### src/rtl/uart_tx_param.sv
// Parametrised UART transmitter with a one-entry holding buffer and run-time baud divisor.
// Frame: start, DATA_BITS data (LSB first), optional parity, STOP_BITS stop bits.
module uart_tx_param #(
  parameter int DATA_BITS   = 8,
  parameter int PARITY_MODE = 1,
  parameter int STOP_BITS   = 1,
  parameter int CNT_W       = 8
) (
  input  logic                 clk,
  input  logic                 rst_n,
  input  logic [CNT_W-1:0]     count,
  input  logic [DATA_BITS-1:0] data_byte,
  input  logic                 tx_dv,
  output logic                 tx_ready,
  output logic                 serial_out,
  output logic                 tx_active,
  output logic                 tx_done
);

  typedef enum logic [2:0] {
    IDLE   = 3'd0,
    START  = 3'd1,
    DATA   = 3'd2,
    PARITY = 3'd3,
    STOP   = 3'd4
  } state_t;

  localparam logic [3:0] LAST_DATA = 4'(DATA_BITS - 1);
  localparam logic [3:0] LAST_STOP = 4'(STOP_BITS - 1);

  if (DATA_BITS < 5 || DATA_BITS > 9 || PARITY_MODE < 0 || PARITY_MODE > 2 ||
      STOP_BITS < 1 || STOP_BITS > 2) begin : g_bad_param
    $error("uart_tx_param: illegal parameter set DATA_BITS=%0d PARITY_MODE=%0d STOP_BITS=%0d",
           DATA_BITS, PARITY_MODE, STOP_BITS);
  end

  // Parity of a word: even = XOR of data bits, odd = its inverse.
  function automatic logic parity_bit(input logic [DATA_BITS-1:0] d);
    return (PARITY_MODE == 2) ? ~(^d) : (^d);
  endfunction

  state_t                 state_q, state_d;
  logic [DATA_BITS-1:0]   buf_q, buf_d;
  logic                   buf_vld_q, buf_vld_d;
  logic [DATA_BITS-1:0]   shift_q, shift_d;
  logic                   par_q, par_d;
  logic [CNT_W-1:0]       cnt_q, cnt_d;
  logic [CNT_W-1:0]       baud_q, baud_d;
  logic [3:0]             bit_q, bit_d;
  logic                   serial_q, serial_d;
  logic                   active_q, active_d;
  logic                   done_q, done_d;
  logic                   ready_q, ready_d;
  logic                   start_frame_s;
  logic                   bit_end_s;

  // State and output registers.
  always_ff @(posedge clk or negedge rst_n) begin
    if (!rst_n) begin
      state_q   <= IDLE;
      buf_q     <= '0;
      buf_vld_q <= 1'b0;
      shift_q   <= '0;
      par_q     <= 1'b0;
      cnt_q     <= '0;
      baud_q    <= '0;
      bit_q     <= 4'd0;
      serial_q  <= 1'b1;
      active_q  <= 1'b0;
      done_q    <= 1'b0;
      ready_q   <= 1'b1;
    end else begin
      state_q   <= state_d;
      buf_q     <= buf_d;
      buf_vld_q <= buf_vld_d;
      shift_q   <= shift_d;
      par_q     <= par_d;
      cnt_q     <= cnt_d;
      baud_q    <= baud_d;
      bit_q     <= bit_d;
      serial_q  <= serial_d;
      active_q  <= active_d;
      done_q    <= done_d;
      ready_q   <= ready_d;
    end
  end

  // Next-state logic; serial_d always carries the level of the bit about to be driven.
  always_comb begin
    state_d       = state_q;
    buf_d         = buf_q;
    buf_vld_d     = buf_vld_q;
    shift_d       = shift_q;
    par_d         = par_q;
    cnt_d         = cnt_q;
    baud_d        = baud_q;
    bit_d         = bit_q;
    serial_d      = serial_q;
    active_d      = active_q;
    done_d        = 1'b0;
    start_frame_s = 1'b0;
    bit_end_s     = (baud_q == cnt_q);

    if (state_q != IDLE) begin
      if (bit_end_s) begin
        baud_d = '0;
      end else begin
        baud_d = baud_q + CNT_W'(1);
      end
    end else begin
      baud_d = '0;
    end

    case (state_q)
      IDLE: begin
        serial_d = 1'b1;
        active_d = 1'b0;
        if (buf_vld_q) begin
          start_frame_s = 1'b1;
        end else begin
          start_frame_s = 1'b0;
        end
      end
      START: begin
        if (bit_end_s) begin
          state_d  = DATA;
          bit_d    = 4'd0;
          serial_d = shift_q[0];
          shift_d  = {1'b0, shift_q[DATA_BITS-1:1]};
        end else begin
          state_d = START;
        end
      end
      DATA: begin
        if (bit_end_s) begin
          if (bit_q != LAST_DATA) begin
            bit_d    = bit_q + 4'd1;
            serial_d = shift_q[0];
            shift_d  = {1'b0, shift_q[DATA_BITS-1:1]};
          end else if (PARITY_MODE != 0) begin
            state_d  = PARITY;
            serial_d = par_q;
          end else begin
            state_d  = STOP;
            bit_d    = 4'd0;
            serial_d = 1'b1;
          end
        end else begin
          state_d = DATA;
        end
      end
      PARITY: begin
        if (bit_end_s) begin
          state_d  = STOP;
          bit_d    = 4'd0;
          serial_d = 1'b1;
        end else begin
          state_d = PARITY;
        end
      end
      STOP: begin
        if (bit_end_s) begin
          if (bit_q == LAST_STOP) begin
            done_d = 1'b1;
            if (buf_vld_q) begin
              start_frame_s = 1'b1;
            end else begin
              state_d  = IDLE;
              serial_d = 1'b1;
              active_d = 1'b0;
            end
          end else begin
            bit_d = bit_q + 4'd1;
          end
        end else begin
          state_d = STOP;
        end
      end
      default: begin
        state_d  = IDLE;
        serial_d = 1'b1;
        active_d = 1'b0;
      end
    endcase

    // Unloading the buffer and latching the divisor happen together at frame start.
    if (start_frame_s) begin
      state_d   = START;
      shift_d   = buf_q;
      par_d     = parity_bit(buf_q);
      cnt_d     = count;
      buf_vld_d = 1'b0;
      baud_d    = '0;
      bit_d     = 4'd0;
      serial_d  = 1'b0;
      active_d  = 1'b1;
    end else begin
      cnt_d = cnt_q;
    end

    if (tx_dv && !buf_vld_q) begin
      buf_d     = data_byte;
      buf_vld_d = 1'b1;
    end else begin
      buf_d = buf_q;
    end

    ready_d = ~buf_vld_d;
  end

  assign tx_ready   = ready_q;
  assign serial_out = serial_q;
  assign tx_active  = active_q;
  assign tx_done    = done_q;

endmodule

### config.mk
export PLATFORM = sky130hd
export DESIGN_NAME = uart_tx_param
export DESIGN_NICKNAME = d
export VERILOG_FILES = /design/src/rtl/uart_tx_param.sv
export SDC_FILE = /design/constraint.sdc
export NUM_CORES = 1
export LEC_CHECK = 0
export CORE_MARGIN = 2
export CORE_UTILIZATION = 40
export CTS_CLUSTER_DIAMETER = 50
export DETAILED_ROUTE_END_ITERATION = 16
export SYNTH_ARGS = -nofsm -noshare
export SYNTH_HDL_FRONTEND = slang
export SYNTH_SLANG_ARGS = --single-unit
### constraint.sdc
create_clock -name clk -period 5 [get_ports clk]
set_input_delay 1 -clock clk [delete_from_list [all_inputs] [get_ports clk]]
set_output_delay 1 -clock clk [all_outputs]
set_load 0.05 [all_outputs]
==> results.yml, run 1 <==
synthesis:
  netlist-cell-type-count: 45
  async_reset_ff_frac: 1.00
  netlist_area_um2: 2540
  ys_ff_latch: 45
  syn_area_per_cell_um2: 10.4
  synth-edff-count: 0
  synth_area_leaders: "dfrtp_1, xnor2_1, mux2_2, mux2i_1, nor2_1"
  synth_top_cell_area_share: 0.423
  yosys.area.top_type: "dfrtp_1"
  synthCells: 244
  ys.flop_type: "dfrtp_1"
  synthesis.nets: 266
  yosysSeqAreaShare: 0.444
  yosys_warnings: 0
timing:
  hold_violations: 0
  setup_tns_ps: 0
  hold_slack_ps: 479
  rsz0062_at_grt: "false"
  final.period_utilization: 0.530
  worst_slew_pin_slew_ps: 1060
  finalSetupViolations: 0
  slew_viol_final: 0
  fin_crit_ps: 2650
  fmax_ghz: 0.377
  slew_headroom: 0.288
  skew_ps: 7.42
critical_path:
  cp_slowest_stage_delay_ps: 690
  crit_fanout: 17
  worstPathRequired_ps: 5190
  crit_chain: "nor3b_2, and3_1, nand3_2, nand2_2, mux2_2"
  worst_setup_path_end_kind: "flip-flop"
  arrival_ps: 2840
  cp_top_family: "simple AND/OR/NAND/NOR gates"
  critPathBufInv: 0
  crit_type: "reg -> reg"
  cp_slowest_cell: "dfrtp_1"
  startpoint_type: "flip-flop"
clock_network:
  clockBufferDepth: 2
  cts_tree: "built"
  htreeDepth: 2
  numCtsBuffers: 5
  clk_pin_slew_ps: 90
  cts_resized: 0
  hold_buffers: 0
  clockRootBuffer: "clkbuf_8"
  cts_sinks: 45
  cts_setup_buffers: 0
  clk_latency_ps: 300
job:
  maxCapViolations: 0
routing:
  wl_met2_um: 2220
  vias: 1838
  met1_length_um: 2370
  routed_wl_um: 4860
  top_layer: "met4"
  dr_wl_met3_um: 146
  drtAntennaViolNets: 0
  post-route-drc-count: 0
  dr.pass1.iters: 4
  drtIter0Drc: 87
  routedWlPerCell_um: 14.3
  viasPerCell: 5.42
power:
  seqPwrFrac: 0.422
  swShare: 0.389
  p_leak_nw: 1.22
  p_clk_frac: 0.145
  p_int_mw: 0.944
  worst_ir_drop_vdd_mv: 0.258
  p_sw_mw: 0.602
  combPwrFrac: 0.432
  p_per_area_nw_per_um2: 542
global_route:
  antenna_found_initial: 0
  globalRouteOverflowTotal: 0
  grt_pass1_wl_um: 9000
  first_global_vias: 1937
  grt_max_degree: 46
  grt_usage: 0.158
die:
  die-height_um: 83.7
  core_area_um2: 6240
  die_x_um: 83.7
  io_pins: 23
  die-area_um2: 7010
  rows: 29
  start_util: 0.407
final_layout:
  antenna_cells: 0
  nFillCells: 625
  design_area_um2: 2850
  area_growth_pct: 12.3
  final_nets: 283
  final_cell_mix: "dfrtp_1, clkdlybuf4s50_1, xnor2_1, nor2_1, nand2_1"
  drive_gt1_frac: 0.107
  instances_no_fill: 339
  fin_util: 0.457
  mostFrequentLayoutCell: "dfrtp_1"
placement:
  dp_cells: 331
  post-dp-hpwl_um: 3310
  placed_cell_area_um2: 2770
  gp_congestion: 0.809
  io_buffers: 22
outcome:
  outcome: "finished clean"
worst_hold_path:
  min_path_type: "reg -> reg"
[layout make-up]
class	count	area (um2)	share of cell area
multi-input cells	172	1270	0.446
clock inverters	1	7.51	0.00263
inverters	15	56.3	0.0197
well taps	77	96.3	0.0338
flip-flops and latches	45	1130	0.396
repair buffers	22	215	0.0754
clock buffers	7	76.3	0.0268
[cells in the mapped netlist, types with 6 or more instances]
| cell | instances |
|---|---|
| a21oi_1 | 6 |
| nand2_1 | 18 |
| mux2_2 | 13 |
| inv_1 | 15 |
| xnor2_1 | 19 |
| nor2_1 | 19 |
| a2bb2oi_1 | 7 |
| dfrtp_1 | 43 |
| o21ai_0 | 7 |
| nand3_1 | 6 |
| mux2i_1 | 9 |
| nand4_1 | 10 |
| o211a_1 | 7 |
[power groups by stage]
stage,Combinational [mW],Clock (mW),Sequential [mW]
CTS,0.679,0.234,0.656
finish,0.668,0.225,0.653
detailed placement,0.675,0,0.663
global placement,0.671,0,0.660
global route,0.752,0.250,0.682
floorplan,0.536,0,0.653
[worst paths after layout]
check | startpoint | endpoint | slack (ps) | cells after the start
min reg2reg | serial_out$_DFFE_PN1P_ | serial_out$_DFFE_PN1P_ | 480 | 2
max | state_q[2]$_DFFE_PN0P_ | cnt_q[7]$_DFFE_PN0P_ | 2350 | 5
max reg2reg | state_q[2]$_DFFE_PN0P_ | cnt_q[7]$_DFFE_PN0P_ | 2350 | 5
min | serial_out$_DFFE_PN1P_ | serial_out$_DFFE_PN1P_ | 480 | 2
max in group asynchronous | rst_n | cnt_q[6]$_DFFE_PN0P_ | 3520 | 1
min in group asynchronous | rst_n | buf_q[4]$_DFFE_PN0P_ | 850 | 1
[worst min-delay path, delay by kind of cell (launching register included)]
kind,cells,cell delay (ps)
DFF,1,380
muxes,1,60
buffers and inverters,1,40
[flip-flops by register name (all words and copies together) (netlist names)]
signal and flops:
tx_done 1, par_q 1, buf_vld_q 1, baud_q 8, buf_q 8, state_q 3, shift_q 8, serial_out 1
bit_q 4, tx_ready 1, cnt_q 8, tx_active 1
[logic make-up (layout without fill, tap and decap cells)]
| logic type | Yosys count | in the layout | share of synthesized area |
|---|---|---|---|
| multiplexers | 26 | 26 | 0.111 |
| AND/OR/NAND/NOR | 78 | 78 | 0.168 |
| adder cells (fa/ha/maj) | 3 | 3 | 0.0148 |
| buffers and inverters | 27 | 45 | 0.0551 |
| AO/OA/AOI/OAI | 42 | 42 | 0.128 |
| XOR/XNOR | 23 | 23 | 0.0793 |
| flip-flops | 45 | 45 | 0.444 |
[metal layers]
metal	track usage	vias to the layer above
li1	-	898
met1	0.215	898
met2	0.244	31
met4	0.0748	0
met5	0	-
met3	0.0267	11
[per-stage QoR]
step,worst slack (ps),power [mW]
global route,2110,1.68
detailed placement,2280,1.34
floorplan,3010,1.19
finish,2350,1.55
CTS,2340,1.57
global placement,2340,1.33
Power figures use the tool's default switching activity.
==> run 2, diff against run 1 <==
Clock period 5 ns to 2.5 ns, I/O delays scaled along.
==> results.yml, run 2 (synthesized netlist as in run 1, its figures left out) <==
die:
  die-height_um: 83.7
  start_util: 0.407
  core_area_um2: 6240
  rows: 29
  io_pins: 23
  die_x_um: 83.7
  die-area_um2: 7010
clock_network:
  htreeDepth: 2
  cts_sinks: 45
  hold_buffers: 0
  clockRootBuffer: "clkbuf_8"
  clockBufferDepth: 2
  cts_resized: 0
  clk_latency_ps: 300
  clk_pin_slew_ps: 90
  cts_setup_buffers: 0
  numCtsBuffers: 5
  cts_tree: "built"
timing:
  skew_ps: 7.61
  slew_headroom: 0.282
  worst_slew_pin_slew_ps: 1070
  setup_tns_ps: 0
  finalSetupViolations: 0
  slew_viol_final: 0
  hold_violations: 0
  fmax_ghz: 0.467
  rsz0062_at_grt: "false"
  final.period_utilization: 0.857
  fin_crit_ps: 2140
global_route:
  grt_pass1_wl_um: 9060
  grt_use_met3: 0.0326
  antenna_found_initial: 0
  grt_usage: 0.159
  globalRouteOverflowTotal: 0
  grt_max_degree: 29
  grt_use_met2: 0.249
  first_global_vias: 1855
  busiest_layer: "met2"
  use_met1: 0.224
final_layout:
  instances_no_fill: 350
  nFillCells: 578
  final_cell_mix: "dfrtp_1, clkdlybuf4s50_1, xnor2_1, nor2_1, nand2_1"
  mostFrequentLayoutCell: "dfrtp_1"
  drive_gt1_frac: 0.150
  antenna_cells: 0
  final_nets: 294
  area_growth_pct: 16.2
placement:
  gp_congestion: 0.802
  dp_cells: 342
  post-dp-hpwl_um: 3590
  io_buffers: 22
routing:
  viasPerCell: 5.38
  drtAntennaViolNets: 0
  routedWlPerCell_um: 14.6
  routed_wl_um: 5100
  post-route-drc-count: 0
  drtIter0Drc: 78
  vias: 1884
  dr.pass1.iters: 4
power:
  p_sw_mw: 1.22
  p_leak_nw: 1.29
  swShare: 0.382
  p_per_area_nw_per_um2: 1080
  combPwrFrac: 0.440
  worst_ir_drop_vdd_mv: 0.472
  p_int_mw: 1.98
  p_clk_frac: 0.157
  seqPwrFrac: 0.403
critical_path:
  cp_top_family: "buffers and inverters"
  startpoint_type: "flip-flop"
  crit_type: "reg -> out"
  cp_slowest_cell: "clkdlybuf4s50_1"
  worstPathRequired_ps: 2000
  cp_slowest_stage_delay_ps: 800
  crit_fanout: 2
  critPathBufInv: 1
  arrival_ps: 1640
  rrSetupSlack_ps: 370
  worst_setup_path_end_kind: "output pin"
  crit_chain: "clkdlybuf4s50_1"
job:
  maxCapViolations: 0
worst_hold_path:
  min_path_type: "in -> async"
outcome:
  outcome: "finished clean"
run 2: metrics by stage:
stage / cell area, um2 / hold WS (ps) / utilization / power [mW] / setup slack, ps
2_1_floorplan: 2540 / 204 / - / 2.38 / 512
4_1_cts: 2950 / 253 / 0.473 / 3.23 / 337
3_5_place_dp: 2850 / 460 / 0.457 / 2.72 / 390
6_report: 2950 / 222 / 0.473 / 3.20 / 357
5_1_grt: 2950 / 271 / 0.473 / 3.46 / 219
3_3_place_gp: 2850 / 473 / 0.457 / 2.70 / 420
run 2: routing by layer:
metal	wire, um	up-vias
li1	-	923
met1	2570	929
met2	2320	26
met3	148	6
met4	63	0
met5	0	-
run 2: power by group through the flow:
stage	Combinational, mW	Clock, mW	Sequential, mW
2_1_floorplan	1.07	0	1.31
3_3_place_gp	1.39	0	1.30
3_5_place_dp	1.41	0	1.30
4_1_cts	1.42	0.517	1.29
5_1_grt	1.57	0.552	1.34
6_report	1.41	0.502	1.29
run 2: final timing paths:
| check | from | end | cells after the start |
|---|---|---|---|
| worst max register to register | bit_q[0]$_DFFE_PN0P_ | cnt_q[7]$_DFFE_PN0P_ | 7 |
| worst max-delay path | serial_out$_DFFE_PN1P_ | serial_out | 1 |
| worst min register to register | serial_out$_DFFE_PN1P_ | serial_out$_DFFE_PN1P_ | 2 |
| min in group clk | serial_out$_DFFE_PN1P_ | serial_out$_DFFE_PN1P_ | 2 |
| worst min-delay path | rst_n | buf_q[4]$_DFFE_PN0P_ | 1 |
| max in group asynchronous | rst_n | buf_q[6]$_DFFE_PN0P_ | 2 |
run 2: final cells by class:
type / count / area, um2 / share of cell area
clock buffer: 7 / 96.3 / 0.0326
clock inverter: 1 / 5.00 / 0.00169
inverter: 15 / 56.3 / 0.0191
multi-input combinational: 172 / 1270 / 0.431
sequential: 45 / 1130 / 0.382
tap: 77 / 96.3 / 0.0326
timing repair buffer: 33 / 298 / 0.101
==> run 3, diff against run 2 <==
Settings changed: CAP_MARGIN set to 5.
==> results of run 3 <==
No change in the layout: final DEF, timing and power equal those of run 2.
==> variant: new RTL, flow settings as in run 2 <==
`buf_q` and `shift_q` no longer have a reset.
--- a/src/rtl/uart_tx_param.sv
+++ b/src/rtl/uart_tx_param.sv
@@ -59,7 +59,5 @@
     if (!rst_n) begin
       state_q   <= IDLE;
-      buf_q     <= '0;
       buf_vld_q <= 1'b0;
-      shift_q   <= '0;
       par_q     <= 1'b0;
       cnt_q     <= '0;
@@ -72,7 +70,5 @@
     end else begin
       state_q   <= state_d;
-      buf_q     <= buf_d;
       buf_vld_q <= buf_vld_d;
-      shift_q   <= shift_d;
       par_q     <= par_d;
       cnt_q     <= cnt_d;
@@ -84,4 +80,9 @@
       ready_q   <= ready_d;
     end
+  end
+
+  always_ff @(posedge clk) begin
+    buf_q   <= buf_d;
+    shift_q <= shift_d;
   end
 
Check against the original RTL: no difference found for any inputs over 10 cycles, from zero or initial values and one cycle with rst_n low; that may be too few to reach the edited logic, so the function may still have changed.
==> variant against run 2 <==
- final cell count fell by 19%
- total power fell by 21%
- sequential share of layout area rose by 6.6 points
- synthesized cell count fell by 26%
- die area fell by 9.6%
- sequential cell count did not move
- first-iteration DRC count fell by 7.7%
- routed wire length fell by 21%
- worst setup slack got worse by 130 ps
- synthesized area fell by 10%
- final area fell by 8.7%
- critical path type is now flip-flop to flip-flop
==> variant: results (changes against run 2) <==
Place:
- The placed instance count is 276 (-19%).
- The final estimated routing congestion in global placement is 0.845 (+5.4%).
- The half-perimeter wire length after placement was 3010 um (-16%).

Setup path:
- The largest stage delay on the critical path is 480 ps (-320 ps).
- The arrival time of data at the critical path endpoint is 2330 ps (+690 ps).
- The cell type of the slowest stage on the worst timing path is sky130_fd_sc_hd__or3b_1.
- The dominant delay contributor by cell family on the critical path is simple AND/OR/NAND/NOR gates.

Pwr:
- The power in combinational cells came to 920 uW (-35%).
- The leakage power total is 0.00110 uW (-14%).
- The largest vdd supply drop is 0.519 mV (+9.8%).

Run status:
- The run finished with clean final reports.

Global route:
- The wire length of the first global-routing pass is 6940 um (-23%).
- The met1 track utilization from global routing was 19.4% (-3.0 points).
- The fraction of met3 tracks used by global routing is 4.07% (+0.81 points).
- The pin count of the biggest net entering global routing is 30 (+3.4%).
- The met2 demand-to-capacity share in global routing was 21.2% (-3.8 points).

Layout:
- The filler cell count in the final layout is 492 (-15%).
- The final layout net count is 233 (-21%).

Route:
- The met2 layer wire length in the routed design is 1830 um (-21%).
- The overall via count from detail_route is 1461 (-22%).
- The met1 wire length is 1910 um (-26%).

Logic synthesis:
- The number of different library cells in the post-synthesis netlist is 47 (+4.4%).
- The total nets after synthesis is 203 (-24%).
- The async set-or-reset flop fraction in the synthesized netlist is 64.4% (-36 points).
- Ranked by total cell area, the synthesized netlist is headed by sky130_fd_sc_hd__dfrtp_1 (30%), sky130_fd_sc_hd__edfxtp_1 (21%), sky130_fd_sc_hd__mux2_4 (9.9%).
- The share of the synthesized area in compound gates (AO/OA/AOI/OAI) is 8.81% (-3.9 points).
- The fraction of the mapped netlist area in adder cells is 1.64% (+0.16 points).
- The post-synthesis xor/xnor area fraction was 8.43% (+0.50 points).
- Ranked by instance count, the synthesized netlist is headed by sky130_fd_sc_hd__dfrtp_1 (27), sky130_fd_sc_hd__xnor2_1 (17), sky130_fd_sc_hd__edfxtp_1 (16).

Timing:
- The post-route clock skew was 9.21 ps (+1.60 ps).

Min path:
- The type of the tightest min-delay check is flip-flop to flip-flop.
==> variant: final timing paths <==
kind / slack [ps] / endpoint / from / depth (start not counted)
max in group asynchronous: 1600 / serial_out / rst_n / 2
min in group asynchronous: 590 / state_q[2] / rst_n / 2
hold reg to reg: 530 / par_q / par_q / 1
hold / removal: 530 / par_q / par_q / 1
setup / recovery: 220 / shift_q[3] / bit_q[0] / 7
setup reg to reg: 220 / shift_q[3] / bit_q[0] / 7
==> variant: final cells by class <==
class,count,area (um^2),share of cell area (%)
clock buffers,5,68.8,2.55
multi-input cells,122,1000,37.2
inverters,8,30.0,1.11
well taps,72,90.1,3.34
flip-flops and latches,45,1210,44.8
clock inverters,3,21.3,0.789
repair buffers,29,273,10.1
==> variant: repair_timing <==
item / in CTS / in global routing
hold buffers: 0 / 0
resized for setup: 0 / 1
endpoints found under the setup margin: 0 / 8
hold endpoints to repair: 0 / 0
